===== src/rtl/ber_meter_pkg.sv =====
// Shared types and defaults for the bit-error-rate meter.
package ber_pkg;

    typedef enum logic {
        RUN = 1'b0,
        LOS = 1'b1
    } ber_state_e;

    localparam int DEF_WINDOW  = 1_000_000;
    localparam int DEF_TIMEOUT = 1_000_000;
    localparam int DEF_CNT_W   = 24;

    // Bits needed to hold a count of 0..n.
    function automatic int pop_w(input int n);
        return (n < 1) ? 1 : $clog2(n + 1);
    endfunction

endpackage


===== src/rtl/ber_meter_if.sv =====
// Sample/result bus of the BER meter: the source drives err/val/clr, the meter drives results.
interface ber_meter_if #(
    parameter int N_CH  = 1,
    parameter int CNT_W = ber_pkg::DEF_CNT_W
);
    logic [N_CH-1:0]  err;
    logic             val;
    logic             clr;
    logic [CNT_W-1:0] n_er;
    logic [CNT_W-1:0] n_ok;
    logic             rdy;
    logic             los;
    logic [CNT_W-1:0] n_er_min;
    logic [CNT_W-1:0] n_er_max;

    modport master (
        output err, val, clr,
        input  n_er, n_ok, rdy, los, n_er_min, n_er_max
    );

    modport slave (
        input  err, val, clr,
        output n_er, n_ok, rdy, los, n_er_min, n_er_max
    );
endinterface


===== src/rtl/err_popcnt.sv =====
// Combinational population count of the per-lane error flags.
module err_popcnt
    import ber_pkg::*;
#(
    parameter int N_CH = 1,
    parameter int CW   = pop_w(N_CH)
) (
    input  logic [N_CH-1:0] i_err,
    output logic [CW-1:0]   o_cnt
);

    always_comb begin
        o_cnt = '0;
        for (int i = 0; i < N_CH; i++) begin
            o_cnt = o_cnt + CW'(i_err[i]);
        end
    end

endmodule


===== src/rtl/ber_meter.sv =====
// Windowed bit-error counter with loss-of-signal detection.
// Define BER_MINMAX_EN to track the min/max errored count across windows.
module ber_meter
    import ber_pkg::*;
#(
    parameter int N_CH    = 1,
    parameter int WINDOW  = DEF_WINDOW,
    parameter int TIMEOUT = DEF_TIMEOUT,
    parameter int CNT_W   = DEF_CNT_W
) (
    input  logic         clk,
    input  logic         rst_n,
    ber_meter_if.slave   bus
);

    localparam int PW    = pop_w(N_CH);
    localparam int SMP_W = (WINDOW > 1) ? $clog2(WINDOW) : 1;
    localparam int TMO_W = pop_w(TIMEOUT);
    localparam logic [CNT_W-1:0] FULL    = CNT_W'(WINDOW * N_CH);
    localparam logic [CNT_W-1:0] CNT_MAX = '1;

    if (longint'(WINDOW) * longint'(N_CH) > ((longint'(1) << CNT_W) - 1)) begin : g_bad_cnt_w
        $error("ber_meter: CNT_W cannot hold WINDOW*N_CH");
    end

    ber_state_e       r_state;
    ber_state_e       w_state_nxt;
    logic [CNT_W-1:0] r_acc;
    logic [CNT_W-1:0] r_n_er;
    logic [CNT_W-1:0] r_n_ok;
    logic [SMP_W-1:0] r_smp;
    logic [TMO_W-1:0] r_tmo;
    logic             r_rdy;
    logic [PW-1:0]    w_pop;
    logic [CNT_W:0]   w_sum_ext;
    logic [CNT_W-1:0] w_sum;
    logic [CNT_W-1:0] w_new_er;
    logic             w_sample;
    logic             w_win_done;
    logic             w_timeout;
    logic             w_report;

    err_popcnt #(.N_CH(N_CH), .CW(PW)) u_popcnt (
        .i_err (bus.err),
        .o_cnt (w_pop)
    );

    assign w_sum_ext = {1'b0, r_acc} + (CNT_W+1)'(w_pop);
    assign w_sum     = w_sum_ext[CNT_W] ? CNT_MAX : w_sum_ext[CNT_W-1:0];

    always_ff @(posedge clk or negedge rst_n) begin
        if (!rst_n) begin
            r_state <= RUN;
        end else begin
            r_state <= w_state_nxt;
        end
    end

    // clr outranks val, and any val masks the timeout, so at most one event fires per cycle.
    always_comb begin
        w_state_nxt = r_state;
        w_sample    = 1'b0;
        w_win_done  = 1'b0;
        w_timeout   = 1'b0;
        w_new_er    = r_n_er;
        if (bus.clr) begin
            w_state_nxt = RUN;
        end else if (bus.val) begin
            w_sample    = 1'b1;
            w_state_nxt = RUN;
            if (r_smp == SMP_W'(WINDOW - 1)) begin
                w_win_done = 1'b1;
                w_new_er   = w_sum;
            end
        end else if (r_state == RUN && r_tmo == TMO_W'(TIMEOUT - 1)) begin
            w_timeout   = 1'b1;
            w_state_nxt = LOS;
            w_new_er    = FULL;
        end
    end

    assign w_report = w_win_done | w_timeout;

    always_ff @(posedge clk or negedge rst_n) begin
        if (!rst_n) begin
            r_acc  <= '0;
            r_smp  <= '0;
            r_tmo  <= '0;
            r_n_er <= '0;
            r_n_ok <= '0;
            r_rdy  <= 1'b0;
        end else begin
            r_rdy <= w_report;
            if (w_report) begin
                r_n_er <= w_new_er;
                r_n_ok <= FULL - w_new_er;
            end
            if (bus.clr) begin
                r_acc <= '0;
                r_smp <= '0;
                r_tmo <= '0;
            end else if (w_sample) begin
                r_tmo <= '0;
                if (w_win_done) begin
                    r_acc <= '0;
                    r_smp <= '0;
                end else begin
                    r_acc <= w_sum;
                    r_smp <= r_smp + SMP_W'(1);
                end
            end else begin
                if (r_tmo != TMO_W'(TIMEOUT)) begin
                    r_tmo <= r_tmo + TMO_W'(1);
                end
                if (w_timeout) begin
                    r_acc <= '0;
                    r_smp <= '0;
                end
            end
        end
    end

    assign bus.n_er = r_n_er;
    assign bus.n_ok = r_n_ok;
    assign bus.rdy  = r_rdy;
    assign bus.los  = (r_state == LOS);

`ifdef BER_MINMAX_EN
    logic [CNT_W-1:0] r_min;
    logic [CNT_W-1:0] r_max;

    // LOS reports count as full-error windows for the extremes.
    always_ff @(posedge clk or negedge rst_n) begin
        if (!rst_n) begin
            r_min <= CNT_MAX;
            r_max <= '0;
        end else if (bus.clr) begin
            r_min <= CNT_MAX;
            r_max <= '0;
        end else if (w_report) begin
            if (w_new_er < r_min) begin
                r_min <= w_new_er;
            end
            if (w_new_er > r_max) begin
                r_max <= w_new_er;
            end
        end
    end

    assign bus.n_er_min = r_min;
    assign bus.n_er_max = r_max;
`else
    assign bus.n_er_min = '0;
    assign bus.n_er_max = '0;
`endif

endmodule


===== src/flat_wrapper.sv =====
// flat-port wrapper written by rule: the top's interface ports become plain ports
module ber_meter_flat import ber_pkg::*;
#(
    parameter int N_CH    = 1,
    parameter int WINDOW  = DEF_WINDOW,
    parameter int TIMEOUT = DEF_TIMEOUT,
    parameter int CNT_W   = DEF_CNT_W
)
  (clk, rst_n, bus_err, bus_val, bus_clr, bus_n_er, bus_n_ok, bus_rdy, bus_los, bus_n_er_min, bus_n_er_max);
  ber_meter_if #(.N_CH(N_CH), .CNT_W(CNT_W)) bus_i ();
  input  logic clk;
  input  logic rst_n;
  input wire logic [$bits(bus_i.err)-1:0] bus_err;
  input wire logic [$bits(bus_i.val)-1:0] bus_val;
  input wire logic [$bits(bus_i.clr)-1:0] bus_clr;
  output wire logic [$bits(bus_i.n_er)-1:0] bus_n_er;
  output wire logic [$bits(bus_i.n_ok)-1:0] bus_n_ok;
  output wire logic [$bits(bus_i.rdy)-1:0] bus_rdy;
  output wire logic [$bits(bus_i.los)-1:0] bus_los;
  output wire logic [$bits(bus_i.n_er_min)-1:0] bus_n_er_min;
  output wire logic [$bits(bus_i.n_er_max)-1:0] bus_n_er_max;
  assign bus_i.err = bus_err;
  assign bus_i.val = bus_val;
  assign bus_i.clr = bus_clr;
  assign bus_n_er = bus_i.n_er;
  assign bus_n_ok = bus_i.n_ok;
  assign bus_rdy = bus_i.rdy;
  assign bus_los = bus_i.los;
  assign bus_n_er_min = bus_i.n_er_min;
  assign bus_n_er_max = bus_i.n_er_max;
  ber_meter #(.N_CH(N_CH), .WINDOW(WINDOW), .TIMEOUT(TIMEOUT), .CNT_W(CNT_W)) u_core (.clk(clk), .rst_n(rst_n), .bus(bus_i));
endmodule

===== config.mk =====
export PLATFORM = sky130hd
export DESIGN_NAME = ber_meter_flat
export DESIGN_NICKNAME = d
export VERILOG_FILES = /design/src/rtl/ber_meter_pkg.sv /design/src/rtl/ber_meter_if.sv /design/src/rtl/err_popcnt.sv /design/src/rtl/ber_meter.sv /design/src/flat_wrapper.sv
export SDC_FILE = /design/constraint.sdc
export NUM_CORES = 1
export LEC_CHECK = 0
export ABC_CLOCK_PERIOD_IN_PS = 8500
export BUFFER_PORTS_ARGS = -buffer_cell sky130_fd_sc_hd__buf_2
export CORE_ASPECT_RATIO = 1.25
export CORE_MARGIN = 5
export CORE_UTILIZATION = 40
export CTS_CLUSTER_SIZE = 10
export DETAILED_ROUTE_END_ITERATION = 8
export MAX_ROUTING_LAYER = met4
export SLEW_MARGIN = 20
export SYNTH_ARGS = -nofsm -noshare
export SYNTH_HDL_FRONTEND = slang
export SYNTH_SLANG_ARGS = --single-unit
export TNS_END_PERCENT = 10

===== constraint.sdc =====
create_clock -name clk -period 8.5 [get_ports clk]
set_input_delay 1.7 -clock clk [delete_from_list [all_inputs] [get_ports clk]]
set_output_delay 1.7 -clock clk [all_outputs]
set_load 0.02 [all_outputs]

==> qor.txt <==
Asr flop ratio synth - 100%
Crit path time final - 4820 ps
Dpl ws - 3300 ps
Cts hold-fix bufs - 0
Mean Syn Cell Area - 8.86 sq um
Setup bufs post-CTS - 0
Most common cell after layout, fill and taps aside - dfrtp_1
Main synth FF type - dfrtp_1
PD cells - 177 nW/um^2
WL/cell - 15.7 um
Peak VDD IR - 0.120 mV
Hold path startpoint - u_core.bus.n_ok[16]$_DFFE_PN0P_
Worst R2R End - u_core.bus.n_ok[22]$_DFFE_PN0P_
Post-synth cell types - 70
GRT Total Usage - 17.6%
Slew HR - 43.7%
Area growth syn-to-layout - 13.3%
Worst-skew pair later-pin latency - 420 ps
Fill cells - 1,671
DRC Markers - 0
I/O Buffers - 54
Crit-path cells - buf_2 > ha_1 > ha_1 > inv_1 > nor4_2 > and2_1 > nor2_1 > o21ai_0 > inv_1 > ha_1 > a31oi_1 > nor4_2 > o32ai_1 > xnor2_1 > a21oi_1
Number of diodes - 0
Cells on worst reg2reg path - 14
Vias post-DR - 5,368
Starting density of the core - 40.2%
Total CTS buffers - 17
Crit path kind - in -> reg
Routed Antenna Nets - 0
Clk root buf - clkbuf_16
Post-DP HPWL - 11,600 um
Crit. End Element - flop
Max-slew violations - 0
Crit path top cell by count - ha_1
Reg-to-Reg Start - u_core.r_acc[0]$_DFFE_PN0P_
Initial antenna violation count - 0
Final setup viols - 0
Die area - 19,400 sq um
Clock slew at reported path FFs - 50 ps
Die H - 155 um
Final #Nets - 816
Number of synthesized register bits - 113
Clock Path Buffers - 2
Row count - 53
Level count of the clock H-tree - 4
Area occupied by multi-input gates - 3460 sq um
Core region area - 16,600 sq um
Sequential share of the synthesized area - 42.2%
Reg2reg setup slack - 4670 ps
Final worst-path cycle share - 56.7%
Hold depth - 2
Hold Crit Class - reg -> reg
Total Wirelength - 16,300 um
CTS Sinks - 113
CP max stage delay - 570 ps
I/O pins - 103
Die X - 126 um
Hold EP - u_core.bus.n_ok[16]$_DFFE_PN0P_
Crit path DAT - 5120 ps
1st-pass router iterations - 5
Lkg Pwr - 3.54 nW
Post-cts sizing count - 0
Outcome - finished clean
RSZ-0062 raised after global routing - no
Most frequent cells in the layout - dfrtp_1, nor2_1, nand2_1, o21ai_0, buf_2
Synth Warn # - 0
Reg area - 2830 sq um
Max-capacitance violation count - 0
Grt ovf - 0
Final Hold Viols - 0
First-pass GRT wire length - 26,900 um
Slowest CP cell - nor4_2
Syn Inst Count - 756
Via density - 5.19
EDFF count, synth - 0
Vias in the first global route - 5,211
Max Fanout on Critical Path - 10
Fmax - 207 MHz
Cell area after synthesis - 6700 sq um
Startpoint Class - primary input
Pin count of the biggest net entering global routing - 64
Slew at the pin with the worst max-slew slack - 833 ps
Share of cells above drive strength 1 - 15.0%
Layout Skew - 6.78 ps
Worst endpoint required time - 8800 ps
Final worst setup slack - 3680 ps
TNS Setup - 0 ps
Drt first-iter violations - 353
GP Congestion - 0.908
Final total power - 1.34 mW
CTS tree - done
==> metal layers <==
metal	vias up	global-route usage, %	routed length (um)
li1	2618	-	-
met1	2568	21.0	7000
met2	149	29.1	8090
met3	33	3.77	794
met4	0	7.18	397
met5	-	-	0
==> registers in the layout, indices dropped and copies added, names as in the netlist <==
| signal | count |
|---|---|
| u_core.bus.n_ok | 24 |
| u_core.r_acc | 24 |
| u_core.bus.n_er | 23 |
| u_core.r_smp | 20 |
| u_core.r_tmo | 20 |
| u_core.bus.los | 1 |
| u_core.bus.rdy | 1 |
==> critical path: cells and delay by family <==
kind | cells | cell delay, ps
adder cells (fa/ha/maj) | 3 | 920
AO/OA/AOI/OAI | 4 | 1020
AND/OR/NAND/NOR | 4 | 1000
buffers and inverters | 3 | 300
XOR/XNOR | 1 | 170
==> synth_stat cells, drive strengths merged, types with 2 or more instances <==
| master | instances | share of area, % |
|---|---|---|
| or4 | 7 | 0.90 |
| or4b | 2 | 0.30 |
| o31ai | 3 | 0.34 |
| nor2b | 5 | 0.47 |
| xnor2 | 36 | 4.7 |
| and2 | 7 | 0.65 |
| and4 | 2 | 0.26 |
| xor2 | 29 | 3.8 |
| or3 | 10 | 1.0 |
| or2 | 3 | 0.28 |
| nand3 | 29 | 2.2 |
| dfrtp | 113 | 42 |
| inv | 24 | 1.3 |
| a22o | 10 | 1.3 |
| clkbuf | 23 | 1.3 |
| o22ai | 4 | 0.47 |
| nand2 | 85 | 4.8 |
| nor2 | 92 | 5.2 |
| ha | 6 | 1.1 |
| nor3 | 16 | 1.4 |
| o21a | 5 | 0.58 |
| and3 | 14 | 1.3 |
| nand4 | 12 | 1.6 |
| o21ai | 72 | 5.4 |
| nand2b | 3 | 0.28 |
| nand4b | 2 | 0.26 |
| buf | 56 | 6.1 |
| a31oi | 7 | 1.2 |
| nand3b | 2 | 0.22 |
| nor4b | 2 | 0.35 |
| a21oi | 37 | 3.2 |
| nor4 | 12 | 1.9 |
| a21o | 5 | 0.56 |
| a22oi | 4 | 0.65 |
| mux2i | 3 | 0.45 |
==> power breakdown <==
| part | switching (mW) | internal, mW | leakage (nW) |
|---|---|---|---|
| Sequential | 0.00337 | 0.543 | 1.57 |
| Clock | 0.242 | 0.492 | 0.293 |
| Combinational | 0.0523 | 0.0121 | 1.68 |
==> logic make-up after synthesis <==
kind of cell	share of synthesized area [%]
fa+ha+maj	1.12
mux	0.673
other cells	0.0560
flops	42.2
xor+xnor	8.50
compound gates	15.2
buf+inv	8.82
simple gates	23.4
==> stage by stage <==
stage                     hold slack (ps)  area, sq um  utilization, %  std cells
final                                 459         7590            45.6       1034
after detailed placement              456         6990            42.0       1006
after floorplan                       454         6870               -        803
after CTS                             468         7590            45.6       1034
after global placement                450         6990            42.0       1006
after global routing                  486         7590            45.6       1034
==> area by class of cell <==
cell class / count / share of cell area, %
Clock buffer: 23 / 6.56
Sequential cell: 113 / 37.3
Timing Repair Buffer: 62 / 4.39
Inverter: 25 / 1.24
Clock inverter: 5 / 1.35
Tap cell: 220 / 3.63
Multi-Input combinational cell: 586 / 45.6
==> how the worst max path moves through the flow <==
| stage | slack, ps | start | depth (start not counted) | to |
|---|---|---|---|---|
| after floorplan | 3940 | bus_err | 15 | u_core.bus.n_ok[22]$_DFFE_PN0P_ |
| after global placement | 3330 | bus_err | 15 | u_core.bus.n_ok[22]$_DFFE_PN0P_ |
| after detailed placement | 3300 | bus_err | 15 | u_core.bus.n_ok[22]$_DFFE_PN0P_ |
| after CTS | 3730 | bus_err | 15 | u_core.bus.n_ok[22]$_DFFE_PN0P_ |
| after global routing | 3370 | bus_err | 15 | u_core.bus.n_ok[22]$_DFFE_PN0P_ |
| final | 3680 | bus_err | 15 | u_core.bus.n_ok[22]$_DFFE_PN0P_ |
Note: power is estimated with default switching activity, not from simulation.
